## config.mk

```make
export PLATFORM = sky130hd
export DESIGN_NAME = sram_req_arbiter
export DESIGN_NICKNAME = d
export VERILOG_FILES = /design/src/rtl/sram_req_arbiter.sv
export SDC_FILE = /design/constraint.sdc
export NUM_CORES = 1
export LEC_CHECK = 0
export CAP_MARGIN = 20
export CORE_AREA = 2 2 124 126
export CTS_BUF_LIST = sky130_fd_sc_hd__clkbuf_8 sky130_fd_sc_hd__clkbuf_16
export CTS_CLUSTER_SIZE = 40
export DETAILED_ROUTE_END_ITERATION = 10
export DIE_AREA = 0 0 126 128
export PLACE_DENSITY_LB_ADDON = 0.15
export SYNTH_ARGS = -nofsm -noshare
export SYNTH_HDL_FRONTEND = slang
export SYNTH_SLANG_ARGS = --single-unit
```

## constraint.sdc

```tcl
create_clock -name clk -period 2.1 [get_ports clk]
set_clock_uncertainty 0.05 [all_clocks]
set_input_delay 0.42 -clock clk [delete_from_list [all_inputs] [get_ports clk]]
set_output_delay 0.42 -clock clk [all_outputs]
set_load 0.05 [all_outputs]
```

## src/rtl/sram_req_arbiter.sv

```systemverilog
// Arbitrates the fetch (inst) and memory (data) masters onto one SRAM-like bus and
// routes in-order responses back by owner. Define ARB_RR_EN for round-robin tie-breaking.
module sram_req_arbiter #(
    parameter int OT_DEPTH = 2,
    parameter int OT_W     = 1
) (
    input  logic               clk,
    input  logic               reset,
    input  logic               inst_req,
    input  logic               inst_wr,
    input  logic [1:0]         inst_size,
    input  logic [3:0]         inst_wstrb,
    input  logic [31:0]        inst_addr,
    input  logic [31:0]        inst_wdata,
    output logic               inst_addr_ok,
    output logic               inst_data_ok,
    output logic [31:0]        inst_rdata,
    input  logic               data_req,
    input  logic               data_wr,
    input  logic [1:0]         data_size,
    input  logic [3:0]         data_wstrb,
    input  logic [31:0]        data_addr,
    input  logic [31:0]        data_wdata,
    output logic               data_addr_ok,
    output logic               data_data_ok,
    output logic [31:0]        data_rdata,
    output logic               s_req,
    output logic               s_wr,
    output logic [1:0]         s_size,
    output logic [3:0]         s_wstrb,
    output logic [31:0]        s_addr,
    output logic [31:0]        s_wdata,
    input  logic               s_addr_ok,
    input  logic               s_data_ok,
    input  logic [31:0]        s_rdata,
    output logic [OT_W:0]      ot_cnt,
    output logic               rsp_err
);

    localparam logic [OT_W:0]   OT_FULL_C   = (OT_W + 1)'(OT_DEPTH);
    localparam logic [OT_W:0]   CNT_ONE_C   = (OT_W + 1)'(1);
    localparam logic [OT_W:0]   CNT_ZERO_C  = (OT_W + 1)'(0);
    localparam logic [OT_W-1:0] PTR_ONE_C   = OT_W'(1);
    localparam logic [OT_W-1:0] PTR_ZERO_C  = OT_W'(0);

    logic [OT_DEPTH-1:0] owner_mem_r;
    logic [OT_W-1:0]     head_r;
    logic [OT_W-1:0]     tail_r;
    logic [OT_W:0]       ot_cnt_r;
    logic                lock_r;
    logic                lock_owner_r;
    logic                rsp_err_r;
`ifdef ARB_RR_EN
    logic                last_grant_r;
`endif

    logic sel_owner_s;
    logic sel_req_s;
    logic full_s;
    logic empty_s;
    logic req_valid_s;
    logic push_s;
    logic pop_s;
    logic head_owner_s;

    // Owner selection: a held (locked) request always keeps the bus
    always_comb begin
        sel_owner_s = 1'b0;
        if (lock_r) begin
            sel_owner_s = lock_owner_r;
`ifdef ARB_RR_EN
        end else if (data_req && inst_req) begin
            sel_owner_s = ~last_grant_r;
`endif
        end else if (data_req) begin
            sel_owner_s = 1'b1;
        end else begin
            sel_owner_s = 1'b0;
        end
    end

    assign sel_req_s    = sel_owner_s ? data_req : inst_req;
    assign full_s       = (ot_cnt_r == OT_FULL_C);
    assign empty_s      = (ot_cnt_r == CNT_ZERO_C);
    // full uses the registered count only, so s_data_ok never feeds s_req
    assign req_valid_s  = sel_req_s & ~full_s & ~reset;
    assign push_s       = req_valid_s & s_addr_ok;
    assign pop_s        = s_data_ok & ~empty_s;
    assign head_owner_s = owner_mem_r[head_r];

    // Bus-side request mux and master-side handshakes, forced quiet in reset
    always_comb begin
        s_req        = 1'b0;
        s_wr         = 1'b0;
        s_size       = 2'b00;
        s_wstrb      = 4'b0000;
        s_addr       = 32'h0000_0000;
        s_wdata      = 32'h0000_0000;
        inst_addr_ok = 1'b0;
        data_addr_ok = 1'b0;
        inst_data_ok = 1'b0;
        data_data_ok = 1'b0;
        inst_rdata   = 32'h0000_0000;
        data_rdata   = 32'h0000_0000;
        if (reset) begin
            s_req = 1'b0;
        end else begin
            s_req        = req_valid_s;
            s_wr         = sel_owner_s ? data_wr    : inst_wr;
            s_size       = sel_owner_s ? data_size  : inst_size;
            s_wstrb      = sel_owner_s ? data_wstrb : inst_wstrb;
            s_addr       = sel_owner_s ? data_addr  : inst_addr;
            s_wdata      = sel_owner_s ? data_wdata : inst_wdata;
            inst_addr_ok = push_s & ~sel_owner_s;
            data_addr_ok = push_s & sel_owner_s;
            inst_data_ok = pop_s & ~head_owner_s;
            data_data_ok = pop_s & head_owner_s;
            inst_rdata   = s_rdata;
            data_rdata   = s_rdata;
        end
    end

    // Owner FIFO storage and pointers
    always_ff @(posedge clk or posedge reset) begin
        if (reset) begin
            owner_mem_r <= {OT_DEPTH{1'b0}};
            head_r      <= PTR_ZERO_C;
            tail_r      <= PTR_ZERO_C;
        end else begin
            if (push_s) begin
                owner_mem_r[tail_r] <= sel_owner_s;
                tail_r              <= tail_r + PTR_ONE_C;
            end
            if (pop_s) begin
                head_r <= head_r + PTR_ONE_C;
            end
        end
    end

    // Outstanding count
    always_ff @(posedge clk or posedge reset) begin
        if (reset) begin
            ot_cnt_r <= CNT_ZERO_C;
        end else begin
            case ({push_s, pop_s})
                2'b10:   ot_cnt_r <= ot_cnt_r + CNT_ONE_C;
                2'b01:   ot_cnt_r <= ot_cnt_r - CNT_ONE_C;
                default: ot_cnt_r <= ot_cnt_r;
            endcase
        end
    end

    // Hold a presented-but-unaccepted request until the bus accepts it
    always_ff @(posedge clk or posedge reset) begin
        if (reset) begin
            lock_r       <= 1'b0;
            lock_owner_r <= 1'b0;
        end else if (push_s) begin
            lock_r <= 1'b0;
        end else if (req_valid_s && !s_addr_ok) begin
            lock_r       <= 1'b1;
            lock_owner_r <= sel_owner_s;
        end
    end

    // Sticky flag for a response arriving with nothing outstanding
    always_ff @(posedge clk or posedge reset) begin
        if (reset) begin
            rsp_err_r <= 1'b0;
        end else if (s_data_ok && empty_s) begin
            rsp_err_r <= 1'b1;
        end
    end

`ifdef ARB_RR_EN
    // Most recently accepted owner, used to alternate ties
    always_ff @(posedge clk or posedge reset) begin
        if (reset) begin
            last_grant_r <= 1'b0;
        end else if (push_s) begin
            last_grant_r <= sel_owner_s;
        end
    end
`endif

    assign ot_cnt  = ot_cnt_r;
    assign rsp_err = rsp_err_r;

endmodule

```

Word level (Yosys, flattened, before mapping)

Index checks and enable logic that the tools add are counted.

$add $sub $neg: 4
Magnitude comparators: 3
Eq/ne operators: 3
Multiplexer cells: 27
Bitwise gates (word level): 14
Reductions and logical operators: 8

Operators by type and width:

| kind                                                     | number |
|---|---|
| 2-to-1 mux 32 bit                                        | 5 |
| 2-to-1 mux 1 bit                                         | 15 |
| AND 1 bit                                                | 8 |
| 2-to-1 mux 4 bit                                         | 2 |
| inverter 1 bit                                           | 6 |
| == test 2 bit, second input constant                     | 2 |
| < comparator 1 x 2 -> 1 bit, second input constant       | 2 |
| 2-to-1 mux 2 bit                                         | 2 |
| case mux 2 bit (2 select lines)                          | 1 |
| nonzero test 2 bit                                       | 2 |
| logical AND 1 bit                                        | 3 |
| adder 1 bit, second input constant                       | 2 |
| adder 2 x 1 -> 2 bit, second input constant              | 1 |
| bitwise mux 2 bit                                        | 1 |
| == test 2 x 1 -> 1 bit, second input constant            | 1 |
| zero test 2 bit                                          | 1 |
| AND reduction 2 bit                                      | 1 |
| subtractor 2 x 1 -> 2 bit, second input constant         | 1 |
| demux 1 bit (select 1 bit)                               | 1 |
| greater-or-equal comparator 1 bit, second input constant | 1 |
| zero test 1 bit                                          | 1 |

Register bits: 9
Bits of input ports: 180
Output and inout bits: 143
Word-level logic and storage cells: 66

Logic depth before layout (Yosys ltp)

Gate-level depths: netlist of run 1.

Word-level depth: 8
Depth in mapped cells: 7
Gate-level depth less buffers: 7

Worst setup path before layout of run 1

OpenSTA, ideal clock, no wires.

Path type: reg2out
Start point: register ot_cnt_r[0], in the netlist ot_cnt[0]
End point: output data_data_ok
Arrival: 2.073 ns
Required time: 1.630 ns
Path slack: -0.443 ns
Cell stages (with the launch flop): 3
Buffers on the path: 0
Path through: dfrtp_1 o21ai_0 nor3_1

Cells in the longest elaborated chain, start to end: 5

Ends and longest elaborated chain:

| element                  | RTL line | text |
|---|---|---|
| start: declaration       | 49       | `logic [OT_W:0] ot_cnt_r;` |
| start signal: assignment | 146      | `2'b10: ot_cnt_r <= ot_cnt_r + CNT_ONE_C;` |
| start signal: assignment | 147      | `2'b01: ot_cnt_r <= ot_cnt_r - CNT_ONE_C;` |
| start signal: assignment | 148      | `default: ot_cnt_r <= ot_cnt_r;` |
| zero test 2 bit          | 84       | `assign empty_s = (ot_cnt_r == CNT_ZERO_C);` |
| inverter 1 bit           | 88       | `assign pop_s = s_data_ok & ~empty_s;` |
| AND 1 bit                | 88       |  |
| AND 1 bit                | 117      | `data_data_ok = pop_s & head_owner_s;` |
| 2-to-1 mux 1 bit         | 105      | `if (reset) begin` |
| end: declaration         | 25       | `output logic data_data_ok,` |

No other way between the ends.

Worst setup path in the final report of run 1

Start point: input data_req
End point: output s_addr[11]

Cells in the longest elaborated chain, start to end: 4

Ends and longest elaborated chain:

| element            | RTL line | text |
|---|---|---|
| start: declaration | 18       | `input logic data_req,` |
| 2-to-1 mux 1 bit   | 75       | `end else if (data_req) begin` |
| 2-to-1 mux 1 bit   | 69       | `if (lock_r) begin` |
| 2-to-1 mux 32 bit  | 112      | `s_addr = sel_owner_s ? data_addr : inst_addr;` |
| 2-to-1 mux 32 bit  | 105      |  |
| end: declaration   | 31       | `output logic [31:0] s_addr,` |

No other way between the ends.

==> results.py, run 1 <==
metrics = {
    "status": {
        "status": "finished, violations left",
        "violations": "setup timing",
    },
    "sta": {
        "drv_slew": 0,
        "finalCritPeriodShare_pct": 104,
        "slew_headroom_pct": 66.1,
        "finalCriticalPeriod_ns": 2.18,
        "finalSetupViolations": 62,
        "hold_viol_final": 0,
        "worst_slack_ns": -0.0823,
        "worstMarginPinSlew_ns": 0.508,
        "rsz0062_at_grt": "yes",
        "fmax_ghz": 0.458,
        "finalSetupTns_ns": -2.82,
    },
    "power_and_ir_drop": {
        "ir_drop_mv": 0.521,
        "power_density_mw_per_mm2": 1090,
        "p_leak_nw": 3.08,
    },
    "drt": {
        "wire_per_inst_um": 16.9,
        "vias_per_cell": 4.21,
        "vias": 3570,
        "first_iter_violations": 84,
        "drtPass1Iterations": 4,
        "drc_errors": 0,
        "antenna_left": 0,
        "wirelength_mm": 14.3,
    },
    "job": {
        "max-cap-violations": 0,
    },
    "floorplanning": {
        "die_h_um": 128,
        "rows": 45,
        "num_io_pins": 323,
        "die_x_um": 126,
        "die-area_mm2": 0.0161,
        "initial_utilization_pct": 13.3,
        "core_mm2": 0.0149,
    },
    "synthesis": {
        "synthArstFlopShare_pct": 100,
        "synth-edff-count": 0,
        "ys_seq_area_share_pct": 11.4,
        "synth.distinct_cells": 28,
        "syn-num-nets": 528,
        "ys_ff_latch": 9,
        "syn-cell-area_mm2": 0.00198,
        "synthFlopType": "dfrtp_1",
        "yosysWarningCount": 0,
        "syn_area_per_cell_um2": 5.70,
        "synthCells": 347,
    },
    "layout": {
        "layout_common_cells": "clkdlybuf4s50_1, buf_12, nand2_1",
        "final_util_pct": 51.1,
        "drive_gt1_share_pct": 46.0,
        "final_common_cell": "clkdlybuf4s50_1",
        "nets": 841,
        "instances_no_fill": 847,
        "diodes": 0,
        "area_growth_pct": 284,
    },
    "placement": {
        "globalplace.congestion": 0.958,
        "dp_hpwl_mm": 11.2,
        "dp.cells": 833,
        "portBuffers": 322,
    },
    "setup_path": {
        "reg2reg_slack_ns": 0.38,
        "path_max_fanout": 12,
        "worstSetupPathType": "input port to output port",
        "start_kind": "input port",
        "crit_arrival_ns": 1.71,
        "critPathRequiredTime_ns": 1.63,
        "endpoint_kind": "output port",
    },
    "grt": {
        "grt_max_degree": 35,
        "grt_overflow_total": 0,
        "grt_pass1_vias": 3793,
        "track_usage_pct": 16.4,
        "antenna_found_initial": 0,
        "grt_pass1_wl_mm": 21.0,
    },
    "clocking": {
        "cts_tree": "done",
        "cts_hold_buf": 0,
        "clk_pin_slew_worst_paths_ns": 0.04,
        "ctsRootBufferMaster": "clkbuf_16",
        "insertion_delay_ns": 0.24,
        "cts_max_level": 1,
        "clockBufferDepth": 2,
        "cts.sinks": 9,
        "cts_buffers": 3,
    },
    "hold_path": {
        "min_path_type": "input port to asynchronous set/reset pin",
    },
}
cell type report:
type	count	area [um^2]
Fill cell	1359	7260
Timing Repair Buffer	367	5060
Sequential cell	9	228
Clock inverter	1	3.75
Inverter	2	7.51
Clock buffer	3	75.1
Multi-Input combinational cell	277	1990
Tap cell	188	235
logic make-up after synthesis:
group                    share of synthesized area, %
AO/OA/AOI/OAI                                    19.0
AND/OR/NAND/NOR                                  41.9
buffers and inverters                            20.9
adder cells (fa/ha/maj)                         0.633
flip-flops                                       11.4
multiplexers                                     3.99
XOR/XNOR                                         2.22
stage by stage:
step                total power, mW  hold slack, ns  cell area [um^2]  setup WS (ns)
floorplan                      3.84           0.409              2230         -0.230
global placement               6.86           0.395              6930         -0.356
detailed placement             6.92           0.399              6930         -0.376
CTS                            8.14           0.303              7430         -0.105
global route                   8.64           0.336              7600         -0.137
finish                         8.28           0.293              7600        -0.0823
worst max-delay path, stage by stage:
cell and delay, ns:
clkdlybuf4s15_1 0.20, buf_6 0.14, mux2i_4 0.18, buf_12 0.19, clkbuf_16 0.17, nand2_1 0.07, a21oi_2 0.18, buf_12 0.16
report_power, final:
group / switching [mW] / total (mW) / internal [mW] / leakage [nW]
registers: 0.0950 / 0.353 / 0.258 / 0.101
clock network: 0.0870 / 0.336 / 0.249 / 0.0423
logic: 4.07 / 7.59 / 3.52 / 2.94
sequential cells by signal, indices dropped and copies added, names as in the netlist:
signal,count
ot_cnt,2
owner_mem_r,2
head_r,1
lock_owner_r,1
lock_r,1
rsp_err,1
tail_r,1
per-layer routing:
metal	track usage (%)	part of all wire [%]	wire length, um
met4	3.10	1.2	175
met3	4.72	8.9	1270
met2	31.9	55	7790
met1	17.7	35	5040
met5	0	0	0
synthesized netlist by cell type (all sizes together), types with 2 or more instances:
master,count,area [um^2]
a21oi,71,355
buf,50,372
clkbuf,9,33.8
dfrtp,9,225
inv,2,7.51
mux2,4,45.0
mux2i,3,33.8
nand2,144,541
nor2,6,22.5
nor2b,33,206
nor3,2,21.3
xnor2,4,35.0
worst paths after layout:
path	cells past startpoint	end	from
max in group asynchronous	3	lock_r$_DFFE_PP0P_	reset
worst max-delay path	8	s_addr[11]	data_req
min in group clk	1	rsp_err$_DFFE_PP0P_	rsp_err$_DFFE_PP0P_
worst max register to register	6	ot_cnt[1]$_DFFE_PP0P_	ot_cnt[0]$_DFFE_PP0P_
worst min register to register	1	rsp_err$_DFFE_PP0P_	rsp_err$_DFFE_PP0P_
worst min-delay path	3	head_r$_DFFE_PP0P_	reset
repair_timing:
action,in CTS,in global routing
gates resized for setup,64,38
pin swaps,27,35
setup buffers,6,2
cloned,4,2
setup endpoints to repair,74,74
Note: power is estimated with default switching activity, not from simulation.
==> run 2, diff against run 1 <==
--- a/config.mk
+++ b/config.mk
@@ -11,6 +11,7 @@
 export CTS_CLUSTER_SIZE = 40
 export DETAILED_ROUTE_END_ITERATION = 10
 export DIE_AREA = 0 0 126 128
+export GPL_ROUTABILITY_DRIVEN = 0
 export PLACE_DENSITY_LB_ADDON = 0.15
 export SYNTH_ARGS = -nofsm -noshare
 export SYNTH_HDL_FRONTEND = slang
==> results of run 2 <==
Final layout, timing and power as in run 1 (identical DEF).
